[config.mk]
export PLATFORM = sky130hd
export DESIGN_NAME = fp_int_wb_arbiter
export DESIGN_NICKNAME = d
export VERILOG_FILES = /design/src/rtl/fp_int_wb_arbiter.sv
export SDC_FILE = /design/constraint.sdc
export NUM_CORES = 1
export LEC_CHECK = 0
export BUFFER_PORTS_ARGS = -buffer_cell sky130_fd_sc_hd__clkbuf_2
export CAP_MARGIN = 5
export CORE_UTILIZATION = 46
export CTS_BUF_LIST = sky130_fd_sc_hd__clkbuf_8
export DETAILED_ROUTE_END_ITERATION = 6
export HOLD_SLACK_MARGIN = 0.06
export PLACE_DENSITY = 0.87
export SLEW_MARGIN = 30
export SYNTH_ARGS = -nofsm -noshare
export SYNTH_HDL_FRONTEND = slang
export SYNTH_SLANG_ARGS = --single-unit
[constraint.sdc]
create_clock -name clk -period 3.2 [get_ports clk]
set_input_delay 0.48 -clock clk [delete_from_list [all_inputs] [get_ports clk]]
set_output_delay 0.48 -clock clk [all_outputs]
set_load 0.02 [all_outputs]
[src/rtl/fp_int_wb_arbiter.sv]
// fp_int_wb_arbiter: round-robin arbiter that shares one integer writeback
// port among NUM_UNITS FP units. A single registered output stage carries
// result, id and fflags to the core. Throughput is one result per cycle, and
// the grant-to-wb_done latency is one cycle.
module fp_int_wb_arbiter #(
  parameter  int NUM_UNITS = 2,
  parameter  int ID_W      = 3,
  parameter  int DATA_W    = 32,
  localparam int GW        = (NUM_UNITS > 1) ? $clog2(NUM_UNITS) : 1
) (
  input  logic                              clk,
  input  logic                              rst,
  input  logic [NUM_UNITS-1:0]              unit_done,
  input  logic [NUM_UNITS-1:0][ID_W-1:0]    unit_id,
  input  logic [NUM_UNITS-1:0][DATA_W-1:0]  unit_rd,
  input  logic [NUM_UNITS-1:0][4:0]         unit_fflags,
  output logic [NUM_UNITS-1:0]              unit_ack,
  output logic                              wb_done,
  output logic [ID_W-1:0]                   wb_id,
  output logic [DATA_W-1:0]                 wb_rd,
  output logic [4:0]                        wb_fflags,
  input  logic                              wb_ack,
  output logic [GW-1:0]                     wb_grant_unit
);

  logic              wb_done_q, wb_done_d;
  logic [ID_W-1:0]   wb_id_q, wb_id_d;
  logic [DATA_W-1:0] wb_rd_q, wb_rd_d;
  logic [4:0]        wb_fflags_q, wb_fflags_d;
  logic [GW-1:0]     grant_unit_q, grant_unit_d;
  logic [GW-1:0]     ptr_q, ptr_d;

  logic              advance;
  logic              grant_valid;
  logic [GW-1:0]     grant_idx;
  logic              ack_en;

  // The output stage can accept a new result when empty or retiring this cycle.
  assign advance = ~wb_done_q | wb_ack;

  // Rotating priority scan: the first pending unit at or after ptr wins.
  always_comb begin
    int idx;
    grant_valid = 1'b0;
    grant_idx   = '0;
    idx         = 0;
    for (int k = 0; k < NUM_UNITS; k++) begin
      idx = (int'(ptr_q) + k) % NUM_UNITS;
      if (!grant_valid && unit_done[GW'(idx)]) begin
        grant_valid = 1'b1;
        grant_idx   = GW'(idx);
      end
    end
  end

  // Acks are suppressed during reset so units do not lose results that are dropped.
  assign ack_en = advance & grant_valid & ~rst;

  // One-hot ack to the granted unit.
  always_comb begin
    unit_ack = '0;
    for (int i = 0; i < NUM_UNITS; i++) begin
      unit_ack[i] = ack_en && (grant_idx == GW'(i));
    end
  end

  // Next-state for the output stage and the round-robin pointer.
  always_comb begin
    wb_done_d    = wb_done_q & ~wb_ack;
    wb_id_d      = wb_id_q;
    wb_rd_d      = wb_rd_q;
    wb_fflags_d  = wb_fflags_q;
    grant_unit_d = grant_unit_q;
    ptr_d        = ptr_q;
    if (ack_en) begin
      wb_done_d    = 1'b1;
      wb_id_d      = unit_id[grant_idx];
      wb_rd_d      = unit_rd[grant_idx];
      wb_fflags_d  = unit_fflags[grant_idx];
      grant_unit_d = grant_idx;
      ptr_d        = GW'((int'(grant_idx) + 1) % NUM_UNITS);
    end
  end

  // Output stage and pointer registers, synchronous reset.
  always_ff @(posedge clk) begin
    if (rst) begin
      wb_done_q    <= 1'b0;
      wb_id_q      <= '0;
      wb_rd_q      <= '0;
      wb_fflags_q  <= '0;
      grant_unit_q <= '0;
      ptr_q        <= '0;
    end else begin
      wb_done_q    <= wb_done_d;
      wb_id_q      <= wb_id_d;
      wb_rd_q      <= wb_rd_d;
      wb_fflags_q  <= wb_fflags_d;
      grant_unit_q <= grant_unit_d;
      ptr_q        <= ptr_d;
    end
  end

  assign wb_done       = wb_done_q;
  assign wb_id         = wb_id_q;
  assign wb_rd         = wb_rd_q;
  assign wb_fflags     = wb_fflags_q;
  assign wb_grant_unit = grant_unit_q;

endmodule
# Yosys cells after proc, flatten, opt, wreduce, memory -nomap -nowiden
# Cells that the tools add are included.
# totals
ff_bits	43
output_inout_bits	44
# classes
addsub	2
n_mux	15
magnitude_cmp	3
n_reduce_logical	4
n_bitwise	8
# ops
op	count
32-bit two-way mux	2
5-bit two-way mux	2
1-bit two-way mux	9
1-bit by 3-bit < comparator with 1-bit output (second input constant)	2
3-bit two-way mux	2
1-bit NOT	4
1-bit AND	3
1-bit logical AND	3
1-bit adder (second input constant)	2
1-bit by 2-bit < comparator with 1-bit output (second input constant)	1
1-bit zero test	1
1-bit bitwise OR	1

# Depth between registers and ports, before layout
# Gate-level depths: netlist (run 1).
# logic_depth
depth_word	10
mapped_depth	4
mapped_depth_nobuf	3

# Worst setup path before layout (run 1)
# Ideal clock, no wire load.
# synth_path
path_kind	input port to output port
from	input wb_ack
to	output unit_ack[0]
path_stages	4
path_slack_ps	1521
t_arrival_ps	1199
cell_sequence	nand2b_4 nand3b_4 buf_6 nor2_1
# synth_between
elab_chain_len	4
# synth_rtl
item	line	rtl
start, declared	22	input logic wb_ack,
1-bit bitwise OR	39	assign advance = ~wb_done_q | wb_ack;
1-bit AND (2 in a row)	57	assign ack_en = advance & grant_valid & ~rst;
1-bit logical AND	63	unit_ack[i] = ack_en && (grant_idx == GW'(i));
end, declared	17	output logic [NUM_UNITS-1:0] unit_ack,
# Every way passes these cells.

# Worst setup path in the final report (run 1)
# layout_path
from	input wb_ack
to	output unit_ack[1]
# The elaborated chain is that of the path after synthesis.

==> run metrics, run 1 <==
status finished, final reports clean; All-Layer GR Usage 19.69%; Critical Path AT 1.57 ns; final worst-path cycle share 64.19%; hpwl dp 3.150 mm; Avg Inst Size Synth 12.54 um^2; Synthesis Warnings 0; worst path bufs/invs 2; Placed Cells about 310; RSZ-0062 raised after global routing false; Fmax 486.9 MHz; Worst Hold Class input port to flop; vias in the first global route about 1500; Worst Hold Depth 2; Cell variety after synth 14; R2R Setup Slk 1.59 ns; Clock Pin Slew Worst Setup and Hold Paths approximately 0.07 ns; Clock Skew 0.006430 ns; min Tclk post-route between 2 and 2.5 ns; area delta synth->final 37.58%; crit-path cells clkbuf_2 > nand2b_4 > nand3b_4 > nor2_1 > clkbuf_2; initial antenna violation count 0; post-cts resize count 0; #FFs+latches synth 43; GR Overflow Total 0; effective utilization at floorplan between 40% and 50%; Worst Path Required 2.72 ns; Post-route DRC 0; pwr/cell area ~500 nW/um^2; largest net degree at the start of global routing 45; Setup Buffers After CTS 0; Longest Clk Path Bufs 2; Core Region 3771 um^2; CTS tree yes; Final Hold Viols 0; WL/cell roughly 13 um; Crit path top cell by count clkbuf_2; die area 4320 um^2; Iteration-0 DRC Markers between 60 and 70; Worst Reg-to-Reg Cells 4; CP Max Fanout 44; Routed WL 4.133 mm; Hold Crit Start rst; Fillers 304; die height approximately 66 um; setup TNS 0 ns; Root Driver clkbuf_8; Worst Hold End wb_done; actual slew at the worst max-slew pin 0.6077 ns; r2r endpoint wb_rd[29]; largest delay contributor family on the critical path simple AND/OR/NAND/NOR gates; Crit Path Class input port to primary output; crit end category primary output; Non-Filler Instances 321; Max IR drop VDD 0.0003481 V; Slew HR 59.39%; worst hold margin 0.4471 ns; syn nets 234; Post-Synthesis Cell Area between 1500 and 2000 um^2; hold_buf cts 0; worst skew pair latency roughly 0.28 ns; RR Startpoint wb_done; antenna viol nets, final 0; 1st-pass router iterations 4; Setup violations, final 0; fin. max-slew vios 0; Placer Congestion 0.7333; Tot Pwr 1285 uW; clk sinks 43; vias after detailed routing 1580; Post-Syn Instances about 150; P_leak approximately 0.0012 uW; Inserted Clock Buffers 5; DIE WIDTH between 60 and 70 um; I/O Buffers 127; sequential fraction of the synthesis area 46.08%; io pins 129; Antenna Cells 0; Max Cap Viol 0; Via density 4.922; Max H-tree Level 2; cell row count 22; Final nets 357; max incr delay on CP 0.40 ns; Slowest-stage cell, CP nand3b_4; fraction of layout cells with a size suffix above 1 between 50% and 60%; crit start category input port; first-pass GRT wire length 6.444 mm
==> kinds of logic (layout without fill, tap and decap cells) <==
group | count (synthesis) | after routing | share of synthesized area [%]
simple gates | 4 | 4 | 2.210
flops | 43 | 43 | 46.08
compound gates | 46 | 46 | 22.84
mux | 40 | 40 | 21.43
buf+inv | 16 | 140 | 7.435
==> layout by cell type (no fill, tap or decap) <==
cell       instances
a21oi_1            1
nand2b_4           1
dfxtp_2            1
a211o_2            2
nor2_1             2
o2bb2ai_1         36
mux2i_1           40
nand3b_4           1
clkbuf_8           6
inv_1              3
clkinv_2           1
buf_4              2
bufinv_16          1
o2bb2ai_2          4
clkbuf_2         127
a21oi_4            1
dfxtp_1           42
o21ai_0            2
==> flip-flops by register name, indices dropped and copies added (netlist names) <==
register       count
ptr_q              1
wb_rd             32
wb_id              3
wb_done            1
wb_grant_unit      1
wb_fflags          5
==> cells in the mapped netlist <==
library cell,count,share of area (%)
dfxtp_1,43,46
mux2i_1,40,21
o2bb2ai_1,36,17
buf_6,8,4.8
buf_4,5,2.0
o2bb2ai_2,4,3.2
inv_1,3,0.60
a211o_2,2,1.1
nor2_1,2,0.40
o21ai_0,2,0.54
a21oi_1,1,0.27
a21oi_4,1,0.87
nand2b_4,1,0.74
nand3b_4,1,1.1
==> per-layer routing <==
layer / track usage, % / part of all wire (%)
met1: 21.04 / 40
met2: 37.24 / 53
met3: 4.514 / 7.0
met4: 6.522 / 0.19
met5: 0 / 0
==> how the worst max path moves through the flow <==
stage | start | endpoint | slack, ns | cells past startpoint
2_1_floorplan | wb_ack | unit_ack[0] | 1.52 | 4
3_3_place_gp | wb_ack | unit_ack[1] | 1.18 | 5
3_5_place_dp | wb_ack | unit_ack[1] | 1.12 | 5
4_1_cts | wb_done | unit_ack[1] | 1.10 | 4
5_1_grt | wb_done | unit_ack[1] | 1.01 | 4
6_report | wb_ack | unit_ack[1] | 1.15 | 5
==> worst register-to-register path, stage by stage (launching register included) <==
cell and delay [ns]:
dfxtp_1 0.38, nand2b_4 0.10, a21oi_4 0.53, buf_4 0.36
o2bb2ai_1 0.16
==> through the flow <==
stage / worst slack [ns] / utilization, % / area (um^2)
global placement: 1.180 / 65.03 / 2452
detailed placement: 1.121 / 65.03 / 2452
finish: 1.146 / 68.15 / 2570
global route: 1.011 / 68.15 / 2570
floorplan: 1.521 / - / 1868
CTS: 1.097 / 68.15 / 2570
==> area by class of cell <==
| cell class | count | area [um^2] | share of cell area [%] |
|---|---|---|---|
| clock inverters | 2 | 35.03 | 1.363 |
| flip-flops and latches | 43 | 862.1 | 33.54 |
| multi-input cells | 90 | 868.3 | 33.79 |
| clock buffers | 6 | 82.58 | 3.213 |
| well taps | 48 | 60.06 | 2.337 |
| repair buffers | 129 | 650.6 | 25.32 |
| inverters | 3 | 11.26 | 0.4382 |
==> power by group <==
part           total [uW]  internal [uW]  switching, uW
Sequential            604            577           27.7
Clock                 416            252            164
Combinational         264            120            144
Total                1280            949            336
Note: power is estimated with default switching activity, not from simulation.
==> run 2, diff against run 1 <==
CORE_UTILIZATION = 42   (was 46)
PLACE_DENSITY = 0.8   (was 0.87)
clock period = 2.1 ns   (was 3.2 ns; I/O delays follow)
==> run metrics, run 2 (same netlist as run 1, synthesis figures left out) <==
RSZ-0062 raised after global routing false; Clock Skew 0.005241 ns (-0.001189 ns); hold_buf cts 0 (unchanged); Via density 4.975 (+1.1%); setup TNS 0 ns (unchanged); Worst Path Required 1.78 ns (-0.94 ns); effective utilization at floorplan 45.08% (-4.5 points); CTS tree yes; pre-CTS setup slack 0.7034 ns (-0.4171 ns); status finished, final reports clean; Routed WL 4.087 mm (-1.1%); Crit Path Class flop to primary output; max incr delay on CP 0.33 ns (-0.07 ns); Max Cap Viol 0 (unchanged); GR Overflow Total 0 (unchanged); Setup violations, final 0 (unchanged); DIE WIDTH 68.69 um (+4.5%); P_leak 0.001210 uW (-0.51%); Longest Clk Path Bufs 2 (unchanged); crit start category flop; io pins 129 (unchanged); first-pass GRT wire length 5.927 mm (-8.0%); most frequent cells in the layout clkbuf_2 (127), dfxtp_1 (42), mux2i_1 (40); Max IR drop VDD 0.0004086 V (+17%); Slowest-stage cell, CP dfxtp_2; Setup Buffers After CTS 0 (unchanged); P_sw 517.8 uW (+54%); share of power burned in registers 50.3% (+3.3 points); register area 862.1 um^2 (unchanged); WL/cell 12.58 um (-2.3%); area occupied by multi-input gates 868.3 um^2 (unchanged); Non-Filler Instances 325 (+1.2%); Fillers 372 (+22%); switching share of power 28.61% (+2.5 points); Inserted Clock Buffers 5 (unchanged); Critical Path AT 1.38 ns (-0.19 ns); actual slew at the worst max-slew pin 0.4483 ns (-0.1594 ns); die height 68.69 um (+4.5%); vias in the first global route 1354 (-8.9%); fin. max-slew vios 0 (unchanged); Root Driver clkbuf_8; Placed Cells 317 (+1.3%); crit end category primary output; final worst-path cycle share 80.57%; fraction of layout cells with a size suffix above 1 53.82% (about the same); largest net degree at the start of global routing 41 (-8.9%); final core utilization 61.65% (-6.5 points); vias after detailed routing 1617 (+2.3%); worst skew pair latency 0.28 ns (about the same); Final Hold Viols 0 (unchanged); Final WS setup 0.4081 ns (-0.7380 ns); All-Layer GR Usage 17.13% (-2.6 points); part of the power in combinational logic 22.9% (+2.4 points); Final nets 359 (+0.56%); area delta synth->final 36.77%; Clock Pin Slew Worst Setup and Hold Paths 0.08 ns (about the same); Slew HR 70.11% (+11 points); min Tclk post-route roughly 1.7 ns; Placer Congestion 0.6855 (-6.5%); largest delay contributor family on the critical path buffers and inverters; Clk pwr share 26.8% (-5.6 points); max FFs per register 32 (unchanged); commonest non-fill, non-tap cell in the layout clkbuf_2; die area 4718 um^2 (+9.2%); CP Max Fanout 21 (-52%); crit-path cells buf_4 > inv_1 > nor2_1 > clkbuf_2; Fmax 591.1 MHz; initial antenna violation count 0 (unchanged); 1st-pass router iterations 4 (unchanged); worst path bufs/invs 3 (+1); post-cts resize count 0 (unchanged); hpwl dp 3.076 mm (-2.3%); Antenna Cells 0 (unchanged); I/O Buffers 127 (unchanged); cell row count 23 (+4.5%); Core Region 4144 um^2 (+9.9%); clk sinks 43 (unchanged); Worst Hold Class input port to flop; Post-route DRC 0 (unchanged); cell-internal power 1292 uW (+36%); Max H-tree Level 2 (unchanged); Iteration-0 DRC Markers 64 (+3.2%); antenna viol nets, final 0 (unchanged); pwr/cell area 708.2 nW/um^2 (+42%)
## run 2: changes by cell type in the layout (fill, tap and decap cells not counted)
cell        delta
bufinv_16      -1
clkinvlp_4     +1
buf_4          +2
clkbuf_8       -1
inv_1          +1
## run 2: routing by layer
metal | up-vias | global-route usage, % | wire length (um)
met2 | 84 | 29.41 | 1904
met3 | 5 | 6.086 | 429
met1 | 709 | 19.55 | 1715
li1 | 819 | - | -
met4 | 0 | 6.122 | 38
met5 | - | 0 | 0
## run 2: cell type report
class | instances | area share (%)
timing repair buffer | 131 | 26.05
clock inverter | 3 | 0.6366
tap | 50 | 2.449
sequential | 43 | 33.74
multi-input combinational | 90 | 33.99
clock buffer | 5 | 2.693
inverter | 3 | 0.4407
## run 2: path summary, 6_finish.rpt
| check | to | cells after the start | slack [ns] | startpoint |
|---|---|---|---|---|
| setup reg to reg | wb_rd[9] | 4 | 0.82 | wb_done |
| setup / recovery | unit_ack[1] | 4 | 0.41 | ptr_q |
| hold reg to reg | wb_rd[29] | 1 | 0.46 | wb_rd[29] |
| hold / removal | wb_done | 2 | 0.28 | rst |
## run 2: worst register-to-register path, cell delays in order (launching register included)
cell       delay [ns]
dfxtp_1          0.37
nand2b_4         0.10
a21oi_4          0.14
buf_4            0.40
o2bb2ai_1        0.19
## run 2: through the flow
step                total power, uW  area [um^2]  hold WS [ns]
finish                         1810         2555        0.2796
global route                   1916         2555        0.2777
CTS                            1837         2555        0.2667
detailed placement             1350         2470        0.4455
global placement               1340         2470        0.4457
floorplan                      1199         1868        0.3841
## run 2: power groups by stage
stage,sequential (uW),clock [uW],combinational (uW)
floorplan,1000,0,197
detailed placement,929,0,421
global placement,927,0,413
CTS,911,506,421
global route,918,544,454
finish,911,485,414
==> run 3, diff against run 2 <==
clock period = 1.6 ns   (was 2.1 ns; I/O delays follow)
==> run metrics, run 3 (same netlist as run 1, synthesis figures left out) <==
post-cts resize count 0 (unchanged); Inserted Clock Buffers 5 (unchanged); hold_buf cts 0 (unchanged); DIE WIDTH 68.69 um (unchanged); most frequent cells in the layout clkbuf_2 (127), dfxtp_1 (42), mux2i_1 (40); first-pass GRT wire length 6.030 mm (+1.7%); Critical Path AT 1.22 ns (-0.16 ns); vias after detailed routing 1642 (+1.5%); Slew HR 85.37% (+15 points); crit end category primary output; GR Overflow Total 0 (unchanged); worst skew pair latency 0.29 ns (about the same); die height 68.69 um (unchanged); pre-CTS setup slack 0.3910 ns (-0.3124 ns); Final Hold Viols 0 (unchanged); final worst-path cycle share 91.34%; largest net degree at the start of global routing 23 (-44%); Clock Pin Slew Worst Setup and Hold Paths 0.08 ns (about the same); crit start category flop; pwr/cell area 925.0 nW/um^2 (+31%); Post-route DRC 0 (unchanged); RR Startpoint wb_done; hpwl dp 3.277 mm (+6.5%); clk sinks 43 (unchanged); Worst Hold End wb_done; RSZ-0062 raised after global routing false; min Tclk post-route 1.461 ns; Worst Reg-to-Reg Cells 4 (unchanged); initial antenna violation count 0 (unchanged); die area 4718 um^2 (unchanged); effective utilization at floorplan 45.08% (unchanged); commonest non-fill, non-tap cell in the layout clkbuf_2; Max Cap Viol 0 (unchanged); Via density 5.006 (+0.62%); Hold Crit Start rst; Routed WL 4.137 mm (+1.2%); CP Max Fanout 10 (-52%); Slowest-stage cell, CP dfxtp_1; Final WS setup 0.1386 ns (-0.2696 ns); Final nets 362 (+0.84%); area delta synth->final 39.32%; Max IR drop VDD 0.0004923 V (+20%); Worst Path Required 1.36 ns (-0.42 ns); io pins 129 (unchanged); Root Driver clkbuf_8; Max H-tree Level 2 (unchanged); fraction of layout cells with a size suffix above 1 54.32% (+0.50 points); status finished, final reports clean; Iteration-0 DRC Markers 39 (-39%); max FFs per register 32 (unchanged); Clock Skew 0.004205 ns (-0.001036 ns); Worst Hold Depth 2 (unchanged); setup TNS 0 ns (unchanged); antenna viol nets, final 0 (unchanged); 1st-pass router iterations 4 (unchanged); vias in the first global route 1408 (+4.0%); Placer Congestion 0.7013 (+2.3%); R2R Setup Slk 0.47 ns (-0.35 ns); actual slew at the worst max-slew pin 0.2133 ns (-0.2350 ns); crit-path cells nand2b_4 > nand3b_4 > nor2_1 > clkbuf_2; Antenna Cells 0 (unchanged); Core Region 4144 um^2 (unchanged); Crit Path Class flop to primary output; I/O Buffers 127 (unchanged); Setup violations, final 0 (unchanged); Worst Hold Class input port to flop; Longest Clk Path Bufs 2 (unchanged); P_leak 0.001232 uW (+1.8%); cell row count 23 (unchanged); max incr delay on CP 0.34 ns (about the same); All-Layer GR Usage 17.30% (+0.16 points); Setup Buffers After CTS 0 (unchanged); CTS tree yes; fin. max-slew vios 0 (unchanged); WL/cell 12.61 um (+0.30%); Fmax 684.3 MHz; r2r endpoint wb_rd[9]
[run 3: cell types whose count changed in the layout (fill, tap and decap cells not counted)]
cell,previous run,this run
buf_4,4,5
buf_12,0,2
[run 3: how the worst max path moves through the flow]
stage                        from          end  slack [ns]  cells after the start
after floorplan           wb_done  unit_ack[0]        0.27                      4
after CTS                 wb_done  unit_ack[0]        0.11                      4
after global placement     wb_ack  unit_ack[1]        0.41                      5
after detailed placement   wb_ack  unit_ack[0]        0.39                      5
final                     wb_done  unit_ack[1]        0.14                      4
after global routing      wb_done  unit_ack[1]        0.04                      4
[run 3: metrics by stage]
step / area, um^2 / power, uW / cells / hold WS, ns / utilization (%)
after floorplan: 1868 / 1574 / 149 / 0.3091 / -
after global placement: 2517 / 1782 / 320 / 0.4449 / 60.75
after detailed placement: 2517 / 1795 / 320 / 0.4474 / 60.75
after CTS: 2603 / 2444 / 328 / 0.1983 / 62.80
after global routing: 2603 / 2530 / 328 / 0.2323 / 62.80
final: 2603 / 2407 / 328 / 0.2078 / 62.80
[run 3: layer usage]
metal	routed length [um]	GRT usage [%]	vias to the layer above
li1	-	-	824
met1	1837	20.35	734
met2	1919	30.27	82
met3	356	3.454	2
met4	24	7.653	0
met5	0	0	-
[run 3: critical path: cells and delay by family (launching register included)]
| family | cells | cell delay, ns |
|---|---|---|
| DFF | 1 | 0.34 |
| and+or+nand+nor | 3 | 0.40 |
| buffers and inverters | 1 | 0.18 |
[run 3: area by class of cell]
type / count / area (um^2)
Fill cell: 349 / 1541
Multi-Input combinational cell: 90 / 868.3
Sequential cell: 43 / 862.1
Timing Repair Buffer: 134 / 713.2
Clock buffer: 5 / 68.82
Tap cell: 50 / 62.56
Clock inverter: 3 / 16.27
Inverter: 3 / 11.26
[run 3: report_power, final]
group	total, uW	internal [uW]	switching [uW]
clock	646	298	348
sequential	1200	1150	46.5
combinational	562	262	299
total	2410	1710	694
